**src/rtl/pipe_sbuf_pkg.sv**
```systemverilog
// Shared store-size encodings and the store-buffer payload type.
// No logic here; imported by the store buffer and its match slices.
// The dcsz encoding is shared with the pipe's dcache size field.
package pipe_sbuf_pkg;

  localparam logic [2:0] DCSZBYTE  = 3'd0;
  localparam logic [2:0] DCSZHALF  = 3'd1;
  localparam logic [2:0] DCSZWORD  = 3'd3;
  localparam logic [2:0] DCSZDWORD = 3'd7;

  // Everything an entry carries besides its address.
  typedef struct packed {
    logic [63:0] data;
    logic [2:0]  sz;
    logic        cache;
  } sbdat_t;

  function automatic logic sz_legal(input logic [2:0] sz);
    return (sz == DCSZBYTE) || (sz == DCSZHALF) ||
           (sz == DCSZWORD) || (sz == DCSZDWORD);
  endfunction

endpackage

```
**src/rtl/pipe_sbuf_match.sv**
```systemverilog
// One store-buffer slot's load-overlap detector (doubleword granularity).
// Latency: purely combinational.
// Backpressure: none; the result feeds the pipe's load-stall decision.
module pipe_sbuf_match #(
  parameter int PAW = 32
) (
  input  logic           vld,
  input  logic [PAW-4:0] epa_dw,
  input  logic [PAW-4:0] ldpa_dw,
  output logic           hit
);

  assign hit = vld && (epa_dw == ldpa_dw);

endmodule

```
**src/rtl/pipe_sbuf.sv**
```systemverilog
// Posted in-order store buffer between WB and the dcache write port; flags overlapping loads.
// Latency: a push is visible on dcwrite the next phi2 cycle; no flow-through.
// Backpressure: wfull (registered count only) stops pushes; dcbusy holds the head stable.
module pipe_sbuf
  import pipe_sbuf_pkg::*;
#(
  parameter int DEPTH   = 4,
  parameter int PAW     = 32,
  parameter bit UCORDER = 1'b1
) (
  input  logic           clk,
  input  logic           resetn,
  input  logic           phi2,
  input  logic           wpush,
  input  logic [PAW-1:0] wpa,
  input  logic [63:0]    wdata,
  input  logic [2:0]     wsz,
  input  logic           wcache,
  output logic           wfull,
  output logic           sbempty,
  output logic           sbovf,
  input  logic           ldreq,
  input  logic [PAW-1:0] ldpa,
  input  logic           ldcache,
  output logic           ldconf,
  output logic           dcwrite,
  output logic [PAW-1:0] dcpa,
  output logic [63:0]    dcwdata,
  output logic [2:0]     dcsz,
  output logic           dccache,
  input  logic           dcbusy
);

  localparam int AW = $clog2(DEPTH);
  localparam logic [AW:0] FULLCNT = {1'b1, {AW{1'b0}}};

  logic [PAW-1:0] pa_q  [DEPTH];
  sbdat_t         dat_q [DEPTH];
  logic [DEPTH-1:0] valid_q;
  logic [AW-1:0]  rd_q;
  logic [AW-1:0]  wr_q;
  logic [AW:0]    count_q;
  logic           sbovf_q;

  logic push;
  logic pop;
  logic drop;
  logic [DEPTH-1:0] hit;
  logic wr_hit;
  logic uc_hit;
  logic ld_unused;

  assign wfull   = (count_q == FULLCNT);
  assign sbempty = (count_q == '0);
  assign sbovf   = sbovf_q;
  assign dcwrite = valid_q[rd_q];

  // A push against a full buffer is dropped even if the head pops this cycle.
  assign push = phi2 && wpush && !wfull;
  assign drop = phi2 && wpush && wfull;
  assign pop  = phi2 && dcwrite && !dcbusy;

  assign dcpa    = pa_q[rd_q];
  assign dcwdata = dat_q[rd_q].data;
  assign dcsz    = dat_q[rd_q].sz;
  assign dccache = dat_q[rd_q].cache;

  // Entry payload: written only on an accepted push, never reset.
  always_ff @(posedge clk) begin
    if (push) begin
      pa_q[wr_q]  <= wpa;
      dat_q[wr_q] <= '{data: wdata, sz: wsz, cache: wcache};
    end
  end

  // Pointers, occupancy, valid bits and the sticky overflow flag.
  always_ff @(posedge clk) begin
    if (!resetn) begin
      rd_q    <= '0;
      wr_q    <= '0;
      count_q <= '0;
      valid_q <= '0;
      sbovf_q <= 1'b0;
    end else begin
      if (push) begin
        valid_q[wr_q] <= 1'b1;
        wr_q          <= wr_q + AW'(1);
      end
      if (pop) begin
        valid_q[rd_q] <= 1'b0;
        rd_q          <= rd_q + AW'(1);
      end
      if (drop) begin
        sbovf_q <= 1'b1;
      end
      case ({push, pop})
        2'b10:   count_q <= count_q + (AW+1)'(1);
        2'b01:   count_q <= count_q - (AW+1)'(1);
        default: count_q <= count_q;
      endcase
    end
  end

  for (genvar i = 0; i < DEPTH; i++) begin : g_match
    pipe_sbuf_match #(.PAW(PAW)) u_match (
      .vld     (valid_q[i]),
      .epa_dw  (pa_q[i][PAW-1:3]),
      .ldpa_dw (ldpa[PAW-1:3]),
      .hit     (hit[i])
    );
  end

  // The store being pushed right now is not yet in the array but still blocks the load.
  assign wr_hit = wpush && (wpa[PAW-1:3] == ldpa[PAW-1:3]);
  // Uncached loads wait for every older store so I/O side effects stay ordered.
  assign uc_hit = UCORDER && !ldcache && (!sbempty || wpush);
  assign ldconf = ldreq && ((|hit) || wr_hit || uc_hit);

  // Byte offset of the load does not matter at doubleword granularity.
  assign ld_unused = &{1'b0, ldpa[2:0]};

endmodule

```
**config.mk**
```make
export PLATFORM = sky130hd
export DESIGN_NAME = pipe_sbuf
export DESIGN_NICKNAME = d
export VERILOG_FILES = /design/src/rtl/pipe_sbuf_pkg.sv /design/src/rtl/pipe_sbuf_match.sv /design/src/rtl/pipe_sbuf.sv
export SDC_FILE = /design/constraint.sdc
export NUM_CORES = 1
export LEC_CHECK = 0
export BUFFER_PORTS_ARGS = -buffer_cell sky130_fd_sc_hd__buf_4
export CAP_MARGIN = 20
export CORE_ASPECT_RATIO = 0.7
export CORE_MARGIN = 1.5
export CORE_UTILIZATION = 45
export DETAILED_ROUTE_END_ITERATION = 16
export PLACE_DENSITY_LB_ADDON = 0.08
export SLEW_MARGIN = 15
export SYNTH_ARGS = -nofsm -noshare
export SYNTH_HDL_FRONTEND = slang
export SYNTH_SLANG_ARGS = --single-unit
```
**constraint.sdc**
```tcl
create_clock -name clk -period 4.7 [get_ports clk]
set_clock_uncertainty 0.1 [all_clocks]
set_input_delay 1.41 -clock clk [delete_from_list [all_inputs] [get_ports clk]]
set_output_delay 1.41 -clock clk [all_outputs]
set_load 0.01 [all_outputs]
```
## Yosys cells after proc, flatten, opt, wreduce, memory -nomap -nowiden

Memory sizes are Yosys's and may differ from the RTL's. A register that Yosys moved wholly into a read port is not among the register bits.
Index checks and enable logic that the tools add are counted.

| operators by class | value |
|---|---|
| add/subtract/negate cells | 4 |
| bitwise gates (word level) | 3 |
| multiplexer cells | 16 |
| reductions and logical operators | 24 |
| equal/unequal tests | 8 |
| magnitude comparators | 4 |

Operators with widths:

| cell | number |
|---|---|
| 29-bit equality test | 5 |
| 1-bit logical AND | 14 |
| 4-bit 2-to-1 mux | 3 |
| 2-bit 2-to-1 mux | 4 |
| 2-bit by 3-bit < comparator with 1-bit output, second input constant | 2 |
| 3-bit one-hot mux with 2 select lines | 1 |
| 1-bit 2-to-1 mux | 5 |
| 2-bit by 1-bit adder with 2-bit output, second input constant | 2 |
| 4-bit bitwise AND | 1 |
| 1-bit demux with 2-bit select | 2 |
| 2-bit by 1-bit >= comparator with 1-bit output, second input constant | 2 |
| 1-bit logical NOT | 4 |
| 4-bit inverter | 1 |
| 4-bit OR | 1 |
| 4-bit OR reduction | 1 |
| 3-bit by 1-bit adder with 3-bit output, second input constant | 1 |
| 3-bit equality test, second input constant | 1 |
| 3-bit logical NOT | 1 |
| 1-bit logical OR | 3 |
| 3-bit by 1-bit subtractor with 3-bit output, second input constant | 1 |
| 1-bit binary-select mux with 2-bit select | 1 |
| 2-bit by 1-bit equality test with 1-bit output, second input constant | 1 |
| 2-bit equality test, second input constant | 1 |
| 2-bit nonzero test | 1 |

| storage, ports and cells | value |
|---|---|
| memories | 2 |
| bits in writable memories | 400 |
| logic and storage cells | 66 |
| input bits | 139 |
| output and inout port bits | 105 |
| register bits after elaboration | 12 |

Memory list:

| memory | depth | width | read ports | clocked after memory_dff | wr ports | line | source |
|---|---|---|---|---|---|---|---|
| dat_q | 4 | 68 | 1 | 1 | 1 | pipe_sbuf.sv:38 | `sbdat_t dat_q [DEPTH];` |
| pa_q | 4 | 32 | 5 | 1 | 1 | pipe_sbuf.sv:37 | `logic [PAW-1:0] pa_q [DEPTH];` |

## Logic depth before layout (Yosys ltp)

Gate-level depths: netlist of run 1.

| logic depth | value |
|---|---|
| word-level depth | 9 |
| mapped depth | 9 |
| mapped depth without buffers | 9 |

## Cells and area by module

From an unflattened synthesis of run 1, not the netlist that was laid out.

| second synthesis, totals | value |
|---|---|
| cells, all modules | 806 |
| area total of the unflattened synthesis | 16734.8 um^2 |

Modules (own cells, without submodules):

| module | instances | cells each | seq. area each (um^2) | area an instance (um^2) |
|---|---|---|---|---|
| pipe_sbuf | 1 | 638 | 12291.8 | 15443.6 |
| pipe_sbuf_match | 4 | 42 | 0.0 | 322.8 |

## Worst setup path after synthesis of run 1

OpenSTA, ideal clock, no wires.

| timing path | value |
|---|---|
| path kind | in2reg |
| from | input port phi2 |
| to | register valid_q[2] |
| path buffers | 0 |
| setup time | 0.079 ns |
| data arrival time | 4.479 ns |
| path slack | 0.042 ns |
| stages on the path | 5 |
| required time | 4.521 ns |
| cells stage by stage | nand2_1 > nor2_1 > and2_1 > o21ai_0 > a21oi_1 |

| between the ends | value |
|---|---|
| longest elaborated chain between the ends | 6 |
| elaborated cells between the ends (all ways) | 8 |
| those cells by class | mux: 3; bitwise: 1; reduce/logical: 4 |

RTL lines:

| item | line | source |
|---|---|---|
| start, declared | pipe_sbuf.sv:13 | `input logic phi2,` |
| 1-bit logical AND (2 in series) | pipe_sbuf.sv:59 | `assign push = phi2 && wpush && !wfull;` |
| 4-bit 2-to-1 mux | pipe_sbuf.sv:85 | `if (push) begin` |
| 4-bit 2-to-1 mux | pipe_sbuf.sv:78 | `if (!resetn) begin` |
| 4-bit bitwise AND (no line) | n/a |  |
| 4-bit 2-to-1 mux * | pipe_sbuf.sv:89 | `if (pop) begin` |
| end signal, assigned | pipe_sbuf.sv:82 | `valid_q <= '0;` |
| end signal, assigned by index | pipe_sbuf.sv:86 | `valid_q[wr_q] <= 1'b1;` |
| end signal, assigned by index | pipe_sbuf.sv:90 | `valid_q[rd_q] <= 1'b0;` |
| end, declared | pipe_sbuf.sv:39 | `logic [DEPTH-1:0] valid_q;` |

Mark *: on every way between the ends. The rest lies on a longest branch, timed or not. The select of a mux whose other input is x is not followed.
A chain may end at the register's enable or synchronous reset.

## Final worst setup path of run 1

| timing path | value |
|---|---|
| from | input port ldpa[16] |
| to | output port ldconf |

| between the ends | value |
|---|---|
| longest elaborated chain between the ends | 6 |
| elaborated cells between the ends (all ways) | 14 |
| those cells by class | eq/ne: 5; reduce/logical: 9 |

RTL lines:

| item | line | source |
|---|---|---|
| start, declared | pipe_sbuf.sv:23 | `input logic [PAW-1:0] ldpa,` |
| 29-bit equality test | pipe_sbuf_match.sv:13 | `assign hit = vld && (epa_dw == ldpa_dw);` |
| 1-bit logical AND | pipe_sbuf_match.sv:13 |  |
| 4-bit OR reduction | pipe_sbuf.sv:117 | `assign ldconf = ldreq && ((\|hit) \|\| wr_hit \|\| uc_hit);` |
| 1-bit logical OR * (2 in series) | pipe_sbuf.sv:117 |  |
| 1-bit logical AND * | pipe_sbuf.sv:117 |  |
| end, declared | pipe_sbuf.sv:25 | `output logic ldconf,` |

Mark *: on every way between the ends. The rest lies on a longest branch, timed or not.

==> results of run 1 <==
## cell type report
class                   count  area [µm²]  area share, %
multi-input cells         347        4257          20.71
flip-flops and latches    414       12300          59.83
inverters                  14       52.55         0.2556
clock inverters            24       130.1         0.6330
repair buffers            260        2102          10.23
diodes                      1       2.502        0.01217
well taps                 480       600.6          2.921
clock buffers              53        1114          5.417
## worst min-delay path by stage
stage / cells past startpoint / slack (ns) / start / endpoint
floorplan: 2 / 0.37 / count_q[2]$_SDFFE_PN0P_ / count_q[2]$_SDFFE_PN0P_
global placement: 2 / 0.38 / sbovf$_SDFFE_PN0P_ / sbovf$_SDFFE_PN0P_
detailed placement: 2 / 0.39 / sbovf$_SDFFE_PN0P_ / sbovf$_SDFFE_PN0P_
CTS: 2 / 0.40 / sbovf$_SDFFE_PN0P_ / sbovf$_SDFFE_PN0P_
global route: 2 / 0.41 / sbovf$_SDFFE_PN0P_ / sbovf$_SDFFE_PN0P_
finish: 2 / 0.40 / sbovf$_SDFFE_PN0P_ / sbovf$_SDFFE_PN0P_
## metal layers
metal	global-route usage (%)	routed length (µm)
met5	0	10
met4	4.516	561
met3	6.302	3124
met2	29.94	17380
met1	28.58	16910
## worst reg2reg max path, delay by kind of cell (launching register included)
kind | cells | cell delay, ns
buf+inv | 1 | 0.06
xor+xnor | 1 | 0.15
fa+ha+maj | 2 | 0.63
simple gates | 2 | 0.71
mux | 1 | 0.32
flops | 1 | 0.41
compound gates | 1 | 0.16
## kinds of logic (layout without fill, tap and decap cells)
family	Yosys count	in the layout	share of synthesized area [%]
and+or+nand+nor	68	68	2.420
adders and majority gates	10	10	0.7893
xor gates and xnor gates	145	145	7.602
muxes	102	102	13.60
DFF	414	414	73.15
AOI/OAI and AO/OA	22	22	0.8265
buffers and inverters	67	351	1.616
other	0	1	0
## cells in the final DEF, fill, tap and decap left out, types with 2 or more instances in the layout
master | Yosys | final
a21boi_0 | 2 | 2
a21oi_1 | 5 | 5
a22oi_1 | 2 | 2
a31oi_1 | 3 | 3
and2_1 | 9 | 5
and2_4 | 0 | 4
buf_12 | 0 | 12
buf_4 | 0 | 248
clkbuf_1 | 41 | 10
clkbuf_16 | 0 | 43
clkinv_1 | 0 | 8
clkinv_2 | 0 | 10
clkinv_4 | 0 | 2
clkinvlp_4 | 0 | 2
dfxtp_1 | 14 | 12
dfxtp_4 | 0 | 2
edfxtp_1 | 400 | 400
ha_1 | 9 | 9
inv_1 | 14 | 14
inv_6 | 0 | 2
mux4_2 | 101 | 101
nand2_1 | 7 | 7
nand4_1 | 33 | 33
nor2b_1 | 2 | 2
nor4_1 | 10 | 9
o21ai_0 | 6 | 6
xnor2_1 | 143 | 143
## power by group
part / switching [mW] / internal [mW]
registers: 0.0318 / 4.13
clock network: 1.35 / 1.69
logic: 0.306 / 0.307
total: 1.69 / 6.13
## flip-flops by register name, summed over array words and instances (netlist names), named ones only
name and count:
rd_q 2, count_q 3, wr_q 2, valid_q 4
pa_q 128, sbovf 1, dat_q 272
## stage by stage
| stage | TNS [ns] | utilization (%) | instances | hold slack [ns] |
|---|---|---|---|---|
| 6_report | 0 | 56.54 | 1593 | 0.3974 |
| 2_1_floorplan | 0 | - | 828 | 0.3729 |
| 3_5_place_dp | 0 | 53.10 | 1515 | 0.3884 |
| 4_1_cts | 0 | 56.52 | 1592 | 0.4018 |
| 5_1_grt | 0 | 56.54 | 1592 | 0.4113 |
| 3_3_place_gp | -0.02663 | 53.10 | 1515 | 0.3774 |
==> results.py, run 1 <==
metrics = {
    "logic_synthesis": {
        "ys_ff_latch": 414,
        "yosys.area.top_type": "edfxtp_1",
        "synth_top_area_share_pct": 71.48,
        "synth.avg_cell_area_um2": 20.29,
        "ys_types": 35,
        "synth_area_leaders": "edfxtp_1, mux4_2, xnor2_1",
        "synth-edff-count": 400,
        "synthCells": 828,
        "ys.flop_type": "edfxtp_1",
        "synth_most_common_cell": "edfxtp_1",
        "ys_async_sr_fraction_pct": 0,
        "synth_fp_nets": 977,
        "ys_seq_area_share_pct": 73.15,
        "syn-cell-area_um2": 16800,
        "yosys-top-cells-count": "edfxtp_1, xnor2_1, mux4_2",
        "yosys_warnings": 0,
    },
    "routing": {
        "wl_um": 37980,
        "vias_per_cell": 5.297,
        "remaining_drc_errors": 0,
        "drt_first_iter_violations": 572,
        "antenna_left": 0,
        "via_count": 8438,
        "first_pass_iters": 5,
        "wl_per_cell_um": 23.84,
    },
    "timing": {
        "final.setup.worst_slack_ns": 0.008072,
        "drv_slew": 0,
        "hold_viol_final": 0,
        "rsz0062_at_grt": "no",
        "max_freq_mhz": 213.1,
        "fin_crit_ns": 4.692,
        "slew_headroom_pct": 54.35,
        "tightest_slew_ns": 0.6848,
        "timing.final.crit_share_pct": 99.83,
        "finalSetupViolCount": 0,
    },
    "worst_setup_path": {
        "r2r-start": "valid_q[2]$_SDFF_PN0_",
        "critical_path_cell_count": 9,
        "cp_slowest_cell": "nor4_1",
        "cp_cell_sequence": "buf_4 > xnor2_1 > buf_4 > nand4_1 > nor4_1 > buf_4 > a22oi_1 > a31oi_1 > buf_4",
        "path_class": "in -> out",
        "worst-path-buf-inv": 4,
        "path_common_cell": "buf_4",
        "cp-endpoint": "ldconf",
        "crit_fanout": 2,
        "max_stage_delay_ns": 0.36,
        "cp_data_arrival_time_ns": 3.18,
        "worst_r2r_endpoint": "count_q[2]$_SDFFE_PN0P_",
        "required_ns": 3.19,
        "worstSetupEndpointType": "output port",
        "start_kind": "input port",
        "worst_r2r_path_depth": 8,
        "reg2reg_slack_ns": 2.05,
        "path_delay_family": "buffers and inverters",
        "crit_start": "ldpa[16]",
    },
    "global_route": {
        "grt_max_degree": 46,
        "antenna_found_initial": 2,
        "grt.total_usage_pct": 19.92,
        "overflow": 0,
        "grt_pass1_vias": 8628,
        "grt_pass1_wl_um": 54980,
    },
    "placement": {
        "dpl_cell_area_um2": 19300,
        "port_buffers": 240,
        "gp_congestion": 0.8402,
        "dp_hpwl_um": 25640,
        "pre_cts_slack_ns": 0.07118,
    },
    "pwr": {
        "p_leak_nw": 6.688,
        "p_total_mw": 7.819,
        "power_density_nw_per_um2": 380.3,
        "peakVddDrop_mv": 0.3078,
    },
    "floorplan": {
        "initial_utilization_pct": 46.22,
        "core_um2": 36360,
        "die_x_um": 234.0,
        "fp-row-count": 58,
        "die_h_um": 164.7,
        "dieArea_um2": 38530,
        "boundaryPins": 244,
    },
    "clock_tree": {
        "ctsHoldBuffers": 0,
        "cts_setup_buffers": 0,
        "cts_tree": "built",
        "clk_latency_ns": 0.55,
        "cts_resized": 0,
        "cts_buffer_depth": 3,
        "cts_htree_levels": 2,
        "cts-root-buf": "clkbuf_16",
        "cts_sinks": 414,
        "clk_pin_slew_ns": 0.06,
        "numCtsBuffers": 42,
    },
    "final_layout": {
        "design_area_um2": 20560,
        "fillers": 2796,
        "areaGrowthSynthToFinish_pct": 22.34,
        "finalNetCount": 1228,
        "drive_gt1_share_pct": 38.49,
    },
    "run": {
        "maxCapViolations": 0,
    },
    "outcome": {
        "status": "finished, final reports clean",
    },
    "hold_path": {
        "hp-class": "reg -> reg",
    },
}
(Power assumes the default switching activity.)
==> run 2, diff against run 1 <==
--- a/config.mk
+++ b/config.mk
@@ -7,6 +7,8 @@
 export LEC_CHECK = 0
 export BUFFER_PORTS_ARGS = -buffer_cell sky130_fd_sc_hd__buf_4
 export CAP_MARGIN = 20
+export CELL_PAD_IN_SITES_DETAIL_PLACEMENT = 1
+export CELL_PAD_IN_SITES_GLOBAL_PLACEMENT = 1
 export CORE_ASPECT_RATIO = 0.7
 export CORE_MARGIN = 1.5
 export CORE_UTILIZATION = 45
==> constraint.sdc (replaced) <==
create_clock -name clk -period 4.9 [get_ports clk]
set_clock_uncertainty 0.1 [all_clocks]
set_input_delay 1.47 -clock clk [delete_from_list [all_inputs] [get_ports clk]]
set_output_delay 1.47 -clock clk [all_outputs]
set_load 0.01 [all_outputs]
==> results.py, run 2 (synthesis results as in run 1) <==
metrics = {
    "final_layout": {
        "drive_gt1_share_pct": 37.94,
        "regMostFlops": "dat_q",
        "largestRegisters": "dat_q x272, pa_q x128, valid_q x4",
        "finalNetCount": 1227,
        "final_cell_mix": "edfxtp_1, buf_4, xnor2_1, mux4_2, clkbuf_16",
        "design_area_um2": 20590,
        "utilization_pct": 56.63,
        "areaGrowthSynthToFinish_pct": 22.53,
        "largest_reg_flops": 272,
        "final_common_cell": "edfxtp_1",
    },
    "placement": {
        "port_buffers": 240,
        "dpl_cell_area_um2": 19260,
        "pre_cts_slack_ns": 0.2702,
        "gp_congestion": 0.8443,
        "dp_hpwl_um": 27550,
    },
    "clock_tree": {
        "cts_htree_levels": 2,
        "cts_sinks": 414,
        "cts_resized": 0,
        "cts-root-buf": "clkbuf_16",
        "cts_setup_buffers": 0,
        "clk_pin_slew_ns": 0.05,
        "numCtsBuffers": 42,
        "clk_latency_ns": 0.54,
        "cts_tree": "built",
        "cts_buffer_depth": 3,
        "ctsHoldBuffers": 0,
    },
    "worst_setup_path": {
        "cp_slowest_cell": "nor4_1",
        "worstSetupEndpointType": "output port",
        "start_kind": "input port",
        "path_common_cell": "buf_4",
        "path_class": "in -> out",
        "max_stage_delay_ns": 0.40,
        "crit_fanout": 4,
        "reg2reg_slack_ns": 2.20,
        "cp_cell_sequence": "buf_4 > buf_4 > xnor2_1 > nand4_1 > nor4_1 > a22oi_1 > a31oi_1 > buf_4",
        "required_ns": 3.33,
        "cp_data_arrival_time_ns": 3.17,
    },
    "global_route": {
        "grt.total_usage_pct": 21.53,
        "grt_pass1_vias": 9079,
        "grt_pass1_wl_um": 59540,
        "grt_max_degree": 59,
        "overflow": 0,
        "antenna_found_initial": 3,
    },
    "timing": {
        "finalSetupViolCount": 0,
        "timing.final.crit_share_pct": 96.72,
        "drv_slew": 0,
        "max_freq_mhz": 211.0,
        "tightest_slew_ns": 0.7605,
        "slew_headroom_pct": 49.30,
        "rsz0062_at_grt": "no",
        "hold_ws_ns": 0.3983,
        "fin_setup_tns_ns": 0,
        "final.setup.worst_slack_ns": 0.1608,
        "fin_crit_ns": 4.739,
        "hold_viol_final": 0,
    },
    "routing": {
        "first_pass_iters": 5,
        "via_count": 8574,
        "vias_per_cell": 5.392,
        "wl_um": 40950,
        "drt_first_iter_violations": 666,
        "antenna_left": 0,
        "remaining_drc_errors": 0,
        "wl_per_cell_um": 25.75,
    },
    "floorplan": {
        "fp-row-count": 58,
        "boundaryPins": 244,
        "core_um2": 36360,
        "initial_utilization_pct": 46.22,
        "dieArea_um2": 38530,
        "die_x_um": 234.0,
        "die_h_um": 164.7,
    },
    "pwr": {
        "peakVddDrop_mv": 0.3323,
        "power_density_nw_per_um2": 375.3,
        "p_leak_nw": 6.702,
    },
    "outcome": {
        "status": "finished, final reports clean",
    },
    "run": {
        "maxCapViolations": 0,
    },
    "hold_path": {
        "hp-class": "reg -> reg",
    },
}
## run 2: cell count changes in the layout (fill, tap and decap cells not counted), moves of 2 or more
| cell | previous run | this run |
|---|---|---|
| diode_2 | 1 | 3 |
| clkinv_2 | 10 | 3 |
| clkbuf_1 | 10 | 12 |
| buf_12 | 12 | 9 |
| clkinv_4 | 2 | 0 |
| buf_4 | 248 | 250 |
| bufinv_16 | 0 | 4 |
## run 2: routing by layer
| metal | vias up | global-route usage [%] | part of all wire, % |
|---|---|---|---|
| li1 | 3799 | - | - |
| met1 | 4494 | 31.29 | 45 |
| met2 | 225 | 32.49 | 46 |
| met3 | 54 | 5.508 | 7.0 |
| met4 | 2 | 5.624 | 1.9 |
| met5 | - | 0 | 0.042 |
## run 2: worst max-delay path, delay by kind of cell
kind	cells	cell delay [ns]
and+or+nand+nor	2	0.66
xor gates and xnor gates	1	0.15
AOI/OAI and AO/OA	2	0.41
buffers and inverters	3	0.47
## run 2: per-stage QoR
stage,total power [mW],instances
finish,7.727,1590
global route,7.971,1589
CTS,7.820,1587
detailed placement,4.673,1514
global placement,4.659,1514
floorplan,4.351,828
## run 2: worst paths after layout
check,from,end,depth (start not counted)
setup reg to reg,rd_q[0]$_SDFFE_PN0N_,count_q[2]$_SDFFE_PN0P_,8
hold / removal,sbovf$_SDFFE_PN0P_,sbovf$_SDFFE_PN0P_,2
hold reg to reg,sbovf$_SDFFE_PN0P_,sbovf$_SDFFE_PN0P_,2
setup / recovery,ldpa[16],ldconf,8
## run 2: layout make-up
type                    count  area, µm²
well taps                 480      600.6
diodes                      3      7.507
clock buffers              55       1121
repair buffers            259       2057
inverters                  14      52.55
fillers                  3195      15770
multi-input cells         347       4250
clock inverters            18      201.4
flip-flops and latches    414      12300
## run 2: power breakdown
part / total [mW] / switching (mW) / internal [mW]
logic: 0.592 / 0.300 / 0.293
registers: 4.00 / 0.0336 / 3.97
clock network: 3.14 / 1.31 / 1.82
